File: src/rtl/lane_byte_arbiter.sv
// Purpose : round-robin arbiter sharing one byte-wide output stream among NUM_LANES serial byte receivers.
// Latency : byte and lane_data_read appear the cycle after the grant; at most one grant every 3 cycles.
// Backpres: no grant while out_valid=1 and out_ready=0; the held byte stays stable. Optional LANE_ARB_TIMESTAMP_EN adds out_timestamp.
module lane_byte_arbiter #(
    parameter int NUM_LANES = 8,
    parameter int LANE_W    = 3,
    parameter int ERR_CNT_W = 16
) (
    input  logic                   clk,
    input  logic                   n_rst,
    input  logic [NUM_LANES-1:0]   lane_enable,
    input  logic [NUM_LANES-1:0]   lane_data_ready,
    input  logic [NUM_LANES*8-1:0] lane_rx_data,
    input  logic [NUM_LANES-1:0]   lane_overrun,
    input  logic [NUM_LANES-1:0]   lane_framing_error,
    output logic [NUM_LANES-1:0]   lane_data_read,
    output logic                   out_valid,
    input  logic                   out_ready,
    output logic [7:0]             out_data,
    output logic [LANE_W-1:0]      out_lane,
    output logic [1:0]             out_error,
    output logic [ERR_CNT_W-1:0]   err_count,
    output logic                   busy
`ifdef LANE_ARB_TIMESTAMP_EN
    ,
    output logic [15:0]            out_timestamp
`endif
);

    // IDLE looks for a winner, ACK carries the data_read pulse, SETTLE lets the
    // receiver drop data_ready before the lanes are examined again.
    typedef enum logic [1:0] {
        IDLE   = 2'd0,
        ACK    = 2'd1,
        SETTLE = 2'd2
    } state_t;

    // Everything captured from the winning lane travels together.
    typedef struct packed {
        logic [7:0]        dat;
        logic [LANE_W-1:0] lane;
        logic [1:0]        err;
    } beat_t;

    state_t              state_q;
    state_t              state_d;
    logic [LANE_W-1:0]   rr_ptr;
    logic [NUM_LANES-1:0] eligible;
    logic                out_free;
    logic                win_vld;
    logic [LANE_W-1:0]   win_idx;
    logic [LANE_W-1:0]   cand;
    logic                grant;
    logic                accept;
    beat_t               win_beat;

    assign eligible = lane_data_ready & lane_enable;
    assign out_free = !out_valid || out_ready;
    assign accept   = out_valid && out_ready;
    assign busy     = (state_q != IDLE);

    // Search upward from rr_ptr; the LANE_W-bit add wraps because NUM_LANES is a power of two.
    always_comb begin
        win_vld = 1'b0;
        win_idx = '0;
        cand    = '0;
        for (int i = 0; i < NUM_LANES; i++) begin
            cand = rr_ptr + LANE_W'(i);
            if (!win_vld && eligible[cand]) begin
                win_vld = 1'b1;
                win_idx = cand;
            end
        end
    end

    // Grant only from IDLE, and only when the output register can take a new byte.
    assign grant = (state_q == IDLE) && win_vld && out_free;

    // Gather the winner's byte and flags; error bit1 = overrun, bit0 = framing.
    always_comb begin
        win_beat      = '0;
        win_beat.dat  = lane_rx_data[win_idx*8 +: 8];
        win_beat.lane = win_idx;
        win_beat.err  = {lane_overrun[win_idx], lane_framing_error[win_idx]};
    end

    // State register.
    always_ff @(posedge clk or negedge n_rst) begin
        if (!n_rst) begin
            state_q <= IDLE;
        end else begin
            state_q <= state_d;
        end
    end

    // Next-state logic: a grant always walks through ACK and SETTLE back to IDLE.
    always_comb begin
        state_d = state_q;
        case (state_q)
            IDLE:    if (grant) state_d = ACK;
            ACK:     state_d = SETTLE;
            SETTLE:  state_d = IDLE;
            default: state_d = IDLE;
        endcase
    end

    // Round-robin pointer moves just past the lane that won.
    always_ff @(posedge clk or negedge n_rst) begin
        if (!n_rst) begin
            rr_ptr <= '0;
        end else if (grant) begin
            rr_ptr <= win_idx + LANE_W'(1);
        end
    end

    // data_read is registered: set on the grant edge, so it is high only during ACK.
    always_ff @(posedge clk or negedge n_rst) begin
        if (!n_rst) begin
            lane_data_read <= '0;
        end else if (grant) begin
            lane_data_read <= NUM_LANES'(1) << win_idx;
        end else begin
            lane_data_read <= '0;
        end
    end

    // Output register: a capture wins over a same-edge handshake, otherwise the handshake empties it.
    always_ff @(posedge clk or negedge n_rst) begin
        if (!n_rst) begin
            out_valid <= 1'b0;
            out_data  <= '0;
            out_lane  <= '0;
            out_error <= '0;
        end else if (grant) begin
            out_valid <= 1'b1;
            out_data  <= win_beat.dat;
            out_lane  <= win_beat.lane;
            out_error <= win_beat.err;
        end else if (accept) begin
            out_valid <= 1'b0;
        end
    end

    // Count delivered errored bytes; stop at all-ones rather than wrapping.
    always_ff @(posedge clk or negedge n_rst) begin
        if (!n_rst) begin
            err_count <= '0;
        end else if (accept && (out_error != 2'b00) && (err_count != '1)) begin
            err_count <= err_count + ERR_CNT_W'(1);
        end
    end

`ifdef LANE_ARB_TIMESTAMP_EN
    logic [15:0] ts_cnt;

    // Free-running cycle counter, wraps naturally at 16 bits.
    always_ff @(posedge clk or negedge n_rst) begin
        if (!n_rst) begin
            ts_cnt <= '0;
        end else begin
            ts_cnt <= ts_cnt + 16'd1;
        end
    end

    // Timestamp is taken with the byte and held until the next capture.
    always_ff @(posedge clk or negedge n_rst) begin
        if (!n_rst) begin
            out_timestamp <= '0;
        end else if (grant) begin
            out_timestamp <= ts_cnt;
        end
    end
`endif

endmodule

File: config.mk
export PLATFORM = sky130hd
export DESIGN_NAME = lane_byte_arbiter
export DESIGN_NICKNAME = d
export VERILOG_FILES = /design/src/rtl/lane_byte_arbiter.sv
export SDC_FILE = /design/constraint.sdc
export NUM_CORES = 1
export LEC_CHECK = 0
export BUFFER_PORTS_ARGS = -buffer_cell sky130_fd_sc_hd__buf_2
export CELL_PAD_IN_SITES_DETAIL_PLACEMENT = 0
export CELL_PAD_IN_SITES_GLOBAL_PLACEMENT = 1
export CORE_MARGIN = 2
export CORE_UTILIZATION = 39
export DETAILED_ROUTE_END_ITERATION = 10
export PLACE_DENSITY = 0.9
export SLEW_MARGIN = 0
export SYNTH_ARGS = -nofsm -noshare
export SYNTH_HDL_FRONTEND = slang
export SYNTH_SLANG_ARGS = --single-unit
File: constraint.sdc
create_clock -name clk -period 10.9 [get_ports clk]
set_clock_uncertainty 0.2 [all_clocks]
set_input_delay 2.18 -clock clk [delete_from_list [all_inputs] [get_ports clk]]
set_output_delay 2.18 -clock clk [all_outputs]
set_load 0.01 [all_outputs]
==> metrics.cfg <==
[layout]
final_common_cell=buf_2
syn2layout_area_growth_pct=26.6
nets=541
final_cell_mix=buf_2 (137), nand2_1 (49), dfrtp_1 (43), mux4_2 (28), nor2_1 (23)
antennaDiodeCount=0
final_layout_size_suffix_gt1_share_pct=44.2
seq_area_sq_um=1080
final_cell_area_sq_um=4120
fillers=747
final_cells=544
multi_input_area_sq_um=2060

[power]
ir_drop_mv=0.204
power_uw=1620
powerDensity_nw_per_um2=392
leakagePower_uw=0.00193

[synthesis]
synth.avg_cell_area_sq_um=10.6
synth_top_area_cell=dfrtp_1
synthTopCellsByArea=dfrtp_1 (33%), mux4_2 (19%), nand2_1 (5.7%), xnor2_1 (3.5%), nor2_1 (2.7%)
synth_warnings=0
seq_area_frac_synth_pct=33.1
syn_inst=307
syn-num-nets=410
synth_area_sq_um=3250
ys_types=57
synth_edf_count=0
synthFlopType=dfrtp_1
synth_seq_cells=43
synth_top_area_share_pct=33.1
async_flop_share_pct=100

[detailed_routing]
routed_via_density=5.56
ant_nets=0
drc=0
vias=3023
drt_iter0_markers=153
routedWlPerCell_microns=17.1
wirelength_mm=9.28
dr.pass1.iters=4

[cts]
cts_max_path_buffers=2
path_clk_slew_ns=0.08
cts_resized=0
clkLatencyLatePin_ns=0.30
cts_tree=yes
clock_sinks=43
cts_max_level=2
cts_setup_buffers=0
cts-root-buf=clkbuf_8
holdBufCountCts=0
cts-buffers-inserted=5

[critical_path]
worstSetupEndpointType=flop
cpMaxStageDelayCell=a32oi_4
worst-setup-path-type=in -> reg
cp-start-kind=input pin
worstPathCellList=buf_2, nand2_1, mux4_2, mux2i_4, o21ai_0, a21o_1, a32oi_4, mux4_2, and2_1, a221o_1
crit_top_cell=mux4_2
max_stage_delay_ns=0.95
required_ns=10.87
path_delay_family=compound AO/OA/AOI/OAI gates
critPathMaxFanout=25
crit_buf_inv=1
arrival_ns=5.58

[floorplanning]
die_w_microns=95.3
chipHeight_microns=95.3
start_util_pct=40.0
io_pins=138
fp-row-count=33
core_sq_um=8130
die_area_sq_um=9090

[flow_run]
maxCapViolCount=0

[timing]
finalHoldViolCount=0
finalWorstSetupSlack_ns=5.29
max_freq_mhz=178
period_needed_ns=5.61
relSlewSlack_pct=16.4
grt_setup_unrepaired=false
min_period_over_period_pct=51.4
final_max_slew_viol_count=0
worstMarginPinSlew_ns=1.25
fin_tns_setup_ns=0
setup_violations=0

[global_route]
grt_util_met3_pct=3.08
met2_usage_pct=32.5
grt_pass1_vias=2771
grt_max_degree=44
grt_util_met1_pct=27.3
grt.overflow.total=0
track_usage_pct=19.6
antenna_found_initial=1
grt_pass1_wl_mm=14.0
top_usage_layer=met2

[placed_design]
dp_cells=536
placed_cell_area_sq_um=3990
gp_congestion=0.907
post-place-ws_ns=4.93
hpwl_mm=7.26
io_buffers=137

[outcome]
status=complete, no violations

[worst_hold_path]
holdCritPathClass=reg -> reg

==> where the power goes <==
group          switching (uW)  internal, uW  total, uW
clock network            55.5          91.6        147
logic                     628           558       1190
registers                64.2           219        283
==> stage by stage <==
step,utilization [%],hold WS [ns]
after floorplan,-,0.203
after global placement,49.0,0.215
after detailed placement,49.0,0.224
after CTS,50.6,0.234
after global routing,50.6,0.273
final,50.6,0.245
==> routing by layer <==
layer  wire [microns]  share of wire [%]
met5               13               0.14
met1             3950                 43
met4               48               0.52
met2             4630                 50
met3              631                6.8
==> cells in the mapped netlist (all sizes together), types with 2 or more instances <==
library cell,number
a22oi,11
mux4,29
nand4,6
o2111ai,2
o21a,9
and3,3
nor2b,2
nand2,49
inv,8
a31oi,2
mux2i,7
o21ai,12
a21oi,3
nand3,17
buf,12
a32oi,2
nor2,24
nand2b,5
xnor2,14
and2,5
o211ai,4
nand3b,2
nor3,2
xor2,4
a211o,2
o221ai,2
clkbuf,2
dfrtp,43
nor4,4
ha,4
o2bb2ai,3
==> layout make-up <==
cell class                      count  area share [%]
Sequential cell                    43            26.1
Multi-Input combinational cell    242            49.9
Tap cell                          105            3.19
Clock buffer                        6            1.76
Inverter                            8           0.729
Timing Repair Buffer              138            16.8
Clock inverter                      2            1.46
==> final timing paths <==
| check | startpoint | end | slack (ns) | cells after the start |
|---|---|---|---|---|
| max in group asynchronous | n_rst | out_data[1]$_DFFE_PN0P_ | 8.08 | 1 |
| worst min register to register | state_q[1]$_DFFE_PN0P_ | state_q[1]$_DFFE_PN0P_ | 0.25 | 1 |
| worst min-delay path | state_q[1]$_DFFE_PN0P_ | state_q[1]$_DFFE_PN0P_ | 0.25 | 1 |
| min in group asynchronous | n_rst | lane_data_read[5]$_DFF_PN0_ | 1.83 | 1 |
| worst max register to register | rr_ptr[0]$_DFFE_PN0P_ | out_data[0]$_DFFE_PN0P_ | 5.45 | 10 |
| worst max-delay path | lane_data_ready[4] | out_data[0]$_DFFE_PN0P_ | 5.29 | 10 |
==> logic make-up (layout without fill, tap and decap cells) <==
kind of cell	after synthesis	in the layout	synth area share, %
AOI/OAI and AO/OA	62	62	15.0
xor gates and xnor gates	18	18	5.08
adders and majority gates	4	4	1.54
buffers and inverters	22	154	3.73
DFF	43	43	33.1
muxes	37	37	23.1
and+or+nand+nor	121	121	18.5
==> state kept, by name, indices dropped and copies added, names as in the netlist <==
| register | flops |
|---|---|
| out_lane | 3 |
| out_valid | 1 |
| err_count | 16 |
| out_data | 8 |
| rr_ptr | 3 |
| lane_data_read | 8 |
| state_q | 2 |
| out_error | 2 |
==> worst register-to-register path: stages (launching register included) <==
cell	delay, ns
dfrtp_1	1.06
inv_1	0.36
ha_1	0.52
inv_2	0.22
mux4_2	0.60
nor2_1	0.14
a22oi_2	0.09
a32oi_4	1.06
mux4_2	0.65
and2_1	0.17
a221o_1	0.25
(Power assumes the default switching activity.)
